<file path="src/rtl/sram_pump_arbiter.sv">
// sram_pump_arbiter: shares one 512Kx8 SRAM between the SPI data pump (priority) and the core port.
module sram_pump_arbiter #(
  parameter int WR_CYCLES  = 2,
  parameter int RD_CYCLES  = 2,
  parameter int RESET_HOLD = 16
) (
  input  logic        clk_sys,
  input  logic        reset_n,
  input  logic        pump_active_i,
  input  logic [18:0] pump_a_i,
  input  logic [7:0]  pump_d_i,
  input  logic        pump_we_n_i,
  input  logic        core_req_i,
  input  logic        core_we_i,
  input  logic [18:0] core_a_i,
  input  logic [7:0]  core_d_i,
  output logic [7:0]  core_q_o,
  output logic        core_ack_o,
  output logic        core_reset_o,
  output logic [18:0] sram_a_o,
  output logic [7:0]  sram_d_o,
  input  logic [7:0]  sram_d_i,
  output logic        sram_d_oe_o,
  output logic        sram_we_n_o,
  output logic        sram_oe_n_o,
  output logic [18:0] pump_count_o,
  output logic        pump_overrun_o
);
  typedef enum logic [2:0] {IDLE, WR_SETUP, WR_PULSE, WR_HOLD, RD_PULSE, RD_DONE} state_t;
  state_t state, state_n;
  logic [2:0] we_s, act_s;
  logic [3:0] cnt;
  logic [7:0] hold;
  logic [18:0] cap_a;
  logic [7:0] cap_d;
  logic pend, src_pump, strobe, act_rise, pump_done;
  assign strobe = we_s[2] & ~we_s[1];
  assign act_rise = act_s[1] & ~act_s[2];
  assign pump_done = (state == WR_HOLD) & src_pump;
  always_ff @(posedge clk_sys or negedge reset_n)
    if (!reset_n) begin
      state <= IDLE;
      cnt <= '0;
    end else begin
      state <= state_n;
      cnt <= (state_n != state) ? 4'd0 : cnt + 4'd1;
    end
  always_comb begin
    state_n = state;
    sram_we_n_o = 1'b1;
    sram_oe_n_o = 1'b1;
    sram_d_oe_o = 1'b0;
    core_ack_o = 1'b0;
    case (state)
      IDLE: state_n = pend ? WR_SETUP : core_req_i ? (core_we_i ? WR_SETUP : RD_PULSE) : IDLE;
      WR_SETUP: begin
        sram_d_oe_o = 1'b1;
        state_n = WR_PULSE;
      end
      WR_PULSE: begin
        sram_d_oe_o = 1'b1;
        sram_we_n_o = 1'b0;
        state_n = (cnt == 4'(WR_CYCLES - 1)) ? WR_HOLD : WR_PULSE;
      end
      WR_HOLD: begin
        sram_d_oe_o = 1'b1;
        core_ack_o = ~src_pump;
        state_n = IDLE;
      end
      RD_PULSE: begin
        sram_oe_n_o = 1'b0;
        state_n = (cnt == 4'(RD_CYCLES - 1)) ? RD_DONE : RD_PULSE;
      end
      RD_DONE: begin
        core_ack_o = 1'b1;
        state_n = IDLE;
      end
      default: state_n = IDLE;
    endcase
  end
  always_ff @(posedge clk_sys or negedge reset_n)
    if (!reset_n) begin
      sram_a_o <= '0;
      sram_d_o <= '0;
      src_pump <= 1'b0;
      core_q_o <= '0;
    end else begin
      if (state == IDLE && (pend || core_req_i)) begin
        src_pump <= pend;
        sram_a_o <= pend ? cap_a : core_a_i;
        sram_d_o <= pend ? cap_d : core_d_i;
      end
      if (state == RD_PULSE && state_n == RD_DONE) core_q_o <= sram_d_i;
    end
  // core reset follows synced pump_active, then a RESET_HOLD tail that also waits out a pending pump write
  always_ff @(posedge clk_sys or negedge reset_n)
    if (!reset_n) begin
      we_s <= 3'b111;
      act_s <= 3'b000;
      pend <= 1'b0;
      cap_a <= '0;
      cap_d <= '0;
      pump_count_o <= '0;
      pump_overrun_o <= 1'b0;
      hold <= 8'(RESET_HOLD);
      core_reset_o <= 1'b1;
    end else begin
      we_s <= {we_s[1:0], pump_we_n_i};
      act_s <= {act_s[1:0], pump_active_i};
      if (strobe && !pend) begin
        cap_a <= pump_a_i;
        cap_d <= pump_d_i;
      end
      pend <= (strobe && !pend) || (pend && !pump_done);
      pump_overrun_o <= ~act_rise & (pump_overrun_o | (strobe & pend));
      pump_count_o <= act_rise ? 19'd0 : pump_count_o + 19'(pump_done);
      hold <= act_s[1] ? 8'(RESET_HOLD) : hold - 8'(hold != 8'd0);
      core_reset_o <= act_s[1] | (core_reset_o & ((hold > 8'd1) | pend));
    end
endmodule

</file>
<file path="config.mk">
export PLATFORM = sky130hd
export DESIGN_NAME = sram_pump_arbiter
export DESIGN_NICKNAME = d
export VERILOG_FILES = /design/src/rtl/sram_pump_arbiter.sv
export SDC_FILE = /design/constraint.sdc
export NUM_CORES = 1
export LEC_CHECK = 0
export CORE_MARGIN = 10
export CORE_UTILIZATION = 50
export DETAILED_ROUTE_END_ITERATION = 12
export PLACE_DENSITY = 0.89
export SLEW_MARGIN = 20
export SYNTH_ARGS = -nofsm -noshare
export SYNTH_HDL_FRONTEND = slang
export SYNTH_SLANG_ARGS = --single-unit
</file>
<file path="constraint.sdc">
create_clock -name clk_sys -period 7.15 [get_ports clk_sys]
set_input_delay 1.43 -clock clk_sys [delete_from_list [all_inputs] [get_ports clk_sys]]
set_output_delay 1.43 -clock clk_sys [all_outputs]
set_load 0.1 [all_outputs]
</file>
==> flow_summary.ini, run 1 <==
[setup_path]
cp-start-kind = flop
timing.critical_path.fanout_max = 13
cp_data_arrival_time_ps = 2400
required_ps = 5720
critPathCaptureType = output pin
timing.reg2reg.worst_path_depth = 8
path_class = flop to output pin

[synthesis]
ys_types = 39
synth.top_cells.by_area = sky130_fd_sc_hd__dfrtp_1 (55%), sky130_fd_sc_hd__mux2_2 (8.9%), sky130_fd_sc_hd__mux2i_1 (6.2%), sky130_fd_sc_hd__nor2_1 (4.8%), sky130_fd_sc_hd__a21oi_1 (3.8%)
post_syn_area_um2 = 4554
synth_area_per_cell_um2 = 11.68
syn_inst = 390
yosysTopAreaCellShare_pct = 55.49
synth_top_area_cell = sky130_fd_sc_hd__dfrtp_1
yosys-top-cells-count = sky130_fd_sc_hd__dfrtp_1 (101), sky130_fd_sc_hd__nor2_1 (58), sky130_fd_sc_hd__mux2_2 (36), sky130_fd_sc_hd__a21oi_1 (35), sky130_fd_sc_hd__mux2i_1 (28)
synth.most_common_cell = sky130_fd_sc_hd__dfrtp_1
postSynth.topFlopCell = sky130_fd_sc_hd__dfrtp_1
ys_seq_elements = 106
portion_of_the_post_synthesis_area_used_by_sequential_elements_pct = 58.38
post_synthesis_net_count = 464
async_reset_ff_share_pct = 100.0
count_of_flip_flops_with_a_built_in_enable_after_synthesis = 0
synth-warning-count = 0

[detailed_routing]
routedLengthMet1_um = 4319
detailroute.wirelength.met2_um = 5913
routed_wl_um = 11090
dr_total_vias = 3324
per_cell_via_count_in_the_routed_design = 5.301
detail_route.first_pass.iterations = 4
detailroute.wirelength.met3_um = 768
drt_first_iter_violations = 181
highest_metal_used = met4
route.detailed.drc = 0
wl_per_cell_um = 17.69
antenna_violating_nets_remaining = 0

[die]
coreArea_um2 = 8806
die-height_um = 115.4
design.die.area_um2 = 13330
die_span_in_x_um = 115.4
boundaryPins = 128
floorplan.initialDensity_pct = 51.72
rows = 34

[clock_network]
cts_num_sinks = 106
worst_setup_hold_path_clk_slew_ps = 100
cts_tree = done
postCtsResizedCells = 0
worst_skew_pair.late_latency_ps = 360
ctsHoldBuffers = 0
post-cts-setup-buffers = 0
cts-root-buf = sky130_fd_sc_hd__clkbuf_8
cts_made_buffers = 9
cts.htree.levels = 3
clk_path_buf_depth = 2

[sta]
final_hold_viol_count = 0
skew_ps = 11.06
finalWorstPathRequiredPeriod_ps = 3832
setup_viol = 0
fin_ws_ps = 3318
rsz0062_at_grt = false
setup_tns_ps = 0
fin_crit_sh_pct = 53.59
timing.final.max_slew_violations = 0
maxSlewHeadroom_pct = 30.98
slew_worst_pin_ps = 1032
max_clock_freq_mhz = 261.0

[placed_design]
dpl_worst_slack_ps = 3707
gp_congestion = 0.8754
hpwl_um = 8368
io_buffer_count = 127

[hold_path]
worstHoldPathCells = 0
hold_path.class = flop to flop

[pwr]
peakVddDrop_uv = 360.2
power.static_leakage_uw = 0.002609
power_density_nw_per_um2 = 503.5

[grt]
grt-ovfl-total = 0
grt_pass1_vias = 3574
first_pass_grt_wire_length_um = 18110
antenna_found_initial = 0
grt_start_max_net_pins = 88
globalRouteTotalUtil_pct = 16.98

[layout]
drive_gt1_share_pct = 13.29
syn2layout_area_growth_pct = 34.84
final_nets = 588
antenna_cells = 0

[flow_run]
cap_viol_max_count = 0

[run_status]
run_status = finished clean
[critical path, stage by stage, from the launching register on]
cell                              delay [ps]
sky130_fd_sc_hd__dfrtp_1                 530
sky130_fd_sc_hd__nor2_1                  160
sky130_fd_sc_hd__mux2i_1                  80
sky130_fd_sc_hd__nor2b_1                 130
sky130_fd_sc_hd__clkdlybuf4s50_1        1140
[metrics by stage]
| stage | power (uW) | std cells | hold slack, ps | util, % | cell area (um^2) |
|---|---|---|---|---|---|
| final | 3092 | 627 | 363.6 | 69.74 | 6141 |
| after global routing | 3249 | 627 | 368.6 | 69.74 | 6141 |
| after CTS | 3121 | 627 | 368.2 | 69.69 | 6137 |
| after detailed placement | 2715 | 611 | 343.3 | 67.22 | 5919 |
| after floorplan | 2280 | 390 | 331.2 | - | 4554 |
| after global placement | 2664 | 611 | 344.1 | 67.22 | 5919 |
[metal layers]
| layer | up-vias | global-route usage (%) |
|---|---|---|
| met2 | 89 | 30.85 |
| met5 | - | 0 |
| met3 | 6 | 6.098 |
| li1 | 1592 | - |
| met1 | 1637 | 18.50 |
| met4 | 0 | 3.970 |
[cell families (layout without fill, tap and decap cells)]
group                    after synthesis  after routing  synth area share, %
buffers and inverters                 27            156                2.280
AO/OA/AOI/OAI                         47             47                5.605
flip-flops                           106            106                58.38
AND/OR/NAND/NOR                      120            120                13.19
XOR/XNOR                              20             20                3.846
multiplexers                          64             64                15.05
adder cells (fa/ha/maj)                6              6                1.648
[where the power goes]
part	switching, uW	internal [uW]	leakage (uW)
Combinational	1180	496	0.00121
Clock	202	199	0.000107
Sequential	188	824	0.00129
Total	1570	1520	0.00261
[placed cells by master (no fill, tap or decap), types with 8 or more instances in the layout]
cell type	count
sky130_fd_sc_hd__a21oi_1	35
sky130_fd_sc_hd__clkbuf_8	9
sky130_fd_sc_hd__clkdlybuf4s50_1	126
sky130_fd_sc_hd__mux2i_1	28
sky130_fd_sc_hd__nand2_1	8
sky130_fd_sc_hd__xnor2_1	16
sky130_fd_sc_hd__nor2_1	58
sky130_fd_sc_hd__dfrtp_1	100
sky130_fd_sc_hd__mux2_2	36
sky130_fd_sc_hd__nor3_1	9
sky130_fd_sc_hd__nand3_1	8
sky130_fd_sc_hd__inv_1	9
[sequential cells by signal, summed over array words and instances, names as in the netlist]
signal / cells
cap_a: 19
pump_count_o: 19
sram_a_o: 19
cap_d: 8
core_q_o: 8
hold: 8
sram_d_o: 8
cnt: 4
act_s: 3
state: 3
we_s: 3
core_reset_o: 1
pend: 1
pump_overrun_o: 1
src_pump: 1
[cell type report]
type,instances,area (um^2)
repair buffers,131,1303
well taps,108,135.1
clock buffers,10,127.6
multi-input cells,257,1792
clock inverters,6,90.09
flip-flops and latches,106,2660
fillers,638,2665
inverters,9,33.78
[worst paths after layout]
path | from | to | slack, ps
max | state[2]$_DFF_PN0_ | core_ack_o | 3320
min | we_s[0]$_DFF_PN1_ | we_s[1]$_DFF_PN1_ | 360
max reg2reg | state[1]$_DFF_PN0_ | pump_count_o[16]$_DFF_PN0_ | 4470
min reg2reg | we_s[0]$_DFF_PN1_ | we_s[1]$_DFF_PN1_ | 360
max in group asynchronous | reset_n | pend$_DFF_PN0_ | 5160
min in group asynchronous | reset_n | hold[3]$_DFF_PN0_ | 940
(Power assumes the default switching activity.)
==> run 2: changes to the inputs <==
Settings changed: CORE_UTILIZATION 50 to 48, PLACE_DENSITY 0.89 to 0.86.
Clock period 7.15 ns to 3.7 ns, I/O delays scaled along.
==> flow_summary.ini, run 2 (synthesized netlist as in run 1, its figures left out) <==
[clock_network]
post-cts-setup-buffers = 0
cts-root-buf = sky130_fd_sc_hd__clkbuf_8
cts.htree.levels = 3
clk_path_buf_depth = 2
worst_skew_pair.late_latency_ps = 360
cts_tree = done
cts_made_buffers = 9
postCtsResizedCells = 0
ctsHoldBuffers = 0
cts_num_sinks = 106
worst_setup_hold_path_clk_slew_ps = 100

[setup_path]
crit_cells = 1
timing.critical_path.fanout_max = 6
minimum_setup_slack_among_reg_to_reg_paths_ps = 1140
critical_path.reg2reg.endpoint = pump_count_o[16]$_DFF_PN0_
worst-path-buf-inv = 1
cp-start-kind = flop
cpLargestDelayFamily = buffers and inverters
timing.reg2reg.worst_path_depth = 8
path_class = flop to output pin
cpPeakStageDelay_ps = 1190
cp_data_arrival_time_ps = 2030
reg2reg_from = state[2]$_DFF_PN0_
critPathCaptureType = output pin
timing.critical_path.cells = clkdlybuf4s50_1
worst_path_max_delay_cell = sky130_fd_sc_hd__clkdlybuf4s50_1
required_ps = 2960

[pwr]
power.static_leakage_uw = 0.002622
power_uw = 6042
peakVddDrop_uv = 726.1
power_density_nw_per_um2 = 976.3

[sta]
rsz0062_at_grt = false
slew_worst_pin_ps = 1026
setup_viol = 0
final.hold.worst_slack_ps = 361.8
fin_crit_sh_pct = 74.88
setup_tns_ps = 0
max_clock_freq_mhz = 360.9
final_hold_viol_count = 0
maxSlewHeadroom_pct = 31.42
skew_ps = 12.32
timing.final.max_slew_violations = 0
finalWorstPathRequiredPeriod_ps = 2771

[die]
boundaryPins = 128
die-height_um = 117.4
rows = 35
floorplan.initialDensity_pct = 49.29
die_span_in_x_um = 117.4
coreArea_um2 = 9240
design.die.area_um2 = 13780

[detailed_routing]
routed_wl_um = 10850
route.detailed.drc = 0
antenna_violating_nets_remaining = 0
per_cell_via_count_in_the_routed_design = 5.168
dr_total_vias = 3354
drt_first_iter_violations = 235
wl_per_cell_um = 16.72
detail_route.first_pass.iterations = 4

[placed_design]
dp.cells = 633
gp_congestion = 0.9008
io_buffer_count = 127
hpwl_um = 7964

[layout]
syn2layout_area_growth_pct = 35.88
antenna_cells = 0
n_fill_cell = 697
seq_area_um2 = 2660
drive_gt1_share_pct = 14.23
reg.largest.list = cap_a x19, pump_count_o x19, sram_a_o x19
final_instance_count_excl_fillers = 649
most_common_library_cell_in_the_layout_ignoring_fill_and_taps = sky130_fd_sc_hd__clkdlybuf4s50_1
multi_input_area_um2 = 1792
utilization_pct = 66.97
final_nets = 589
final_cell_mix = sky130_fd_sc_hd__clkdlybuf4s50_1 (122), sky130_fd_sc_hd__dfrtp_1 (100), sky130_fd_sc_hd__nor2_1 (58)

[run_status]
run_status = finished clean

[hold_path]
worstHoldEndpoint = we_s[1]$_DFF_PN1_
worstHoldPathCells = 0
hold_path.class = flop to flop
holdCritStartpoint = we_s[0]$_DFF_PN1_

[grt]
first_pass_grt_wire_length_um = 17930
grt_pass1_vias = 3515
grt_start_max_net_pins = 92
grt-ovfl-total = 0
globalRouteTotalUtil_pct = 15.57
antenna_found_initial = 0

[flow_run]
cap_viol_max_count = 0
-- run 2: worst max-delay path by stage --
stage,startpoint,endpoint,slack (ps)
final,pump_count_o[2]$_DFF_PN0_,pump_count_o[2],930
after global routing,pump_count_o[2]$_DFF_PN0_,pump_count_o[2],850
after floorplan,state[2]$_DFF_PN0_,core_ack_o,830
after detailed placement,state[2]$_DFF_PN0_,pump_count_o[16]$_DFF_PN0_,1160
after CTS,pump_count_o[2]$_DFF_PN0_,pump_count_o[2],900
after global placement,state[1]$_DFF_PN0_,pump_count_o[16]$_DFF_PN0_,1220
-- run 2: final cells by class --
cell class	instances	area share [%]
sequential	106	42.98
multi-input combinational	257	28.95
timing repair buffer	132	21.01
inverter	9	0.5459
clock buffer	10	2.062
clock inverter	6	1.840
tap	129	2.608
-- run 2: per-stage QoR --
step	setup slack [ps]	cell area, um^2
after floorplan	829.8	4554
after global placement	1221	5943
after detailed placement	1163	5943
after CTS	895.5	6185
after global routing	850.9	6188
final	929.5	6188
-- run 2: metal layers --
| metal | track usage [%] | part of all wire [%] |
|---|---|---|
| met1 | 18.17 | 41 |
| met2 | 26.64 | 51 |
| met3 | 4.892 | 6.4 |
| met4 | 4.695 | 1.5 |
| met5 | 0 | 0 |
-- run 2: power by group --
group,switching [uW],internal [uW]
clock,390,452
combinational,2370,956
sequential,282,1590
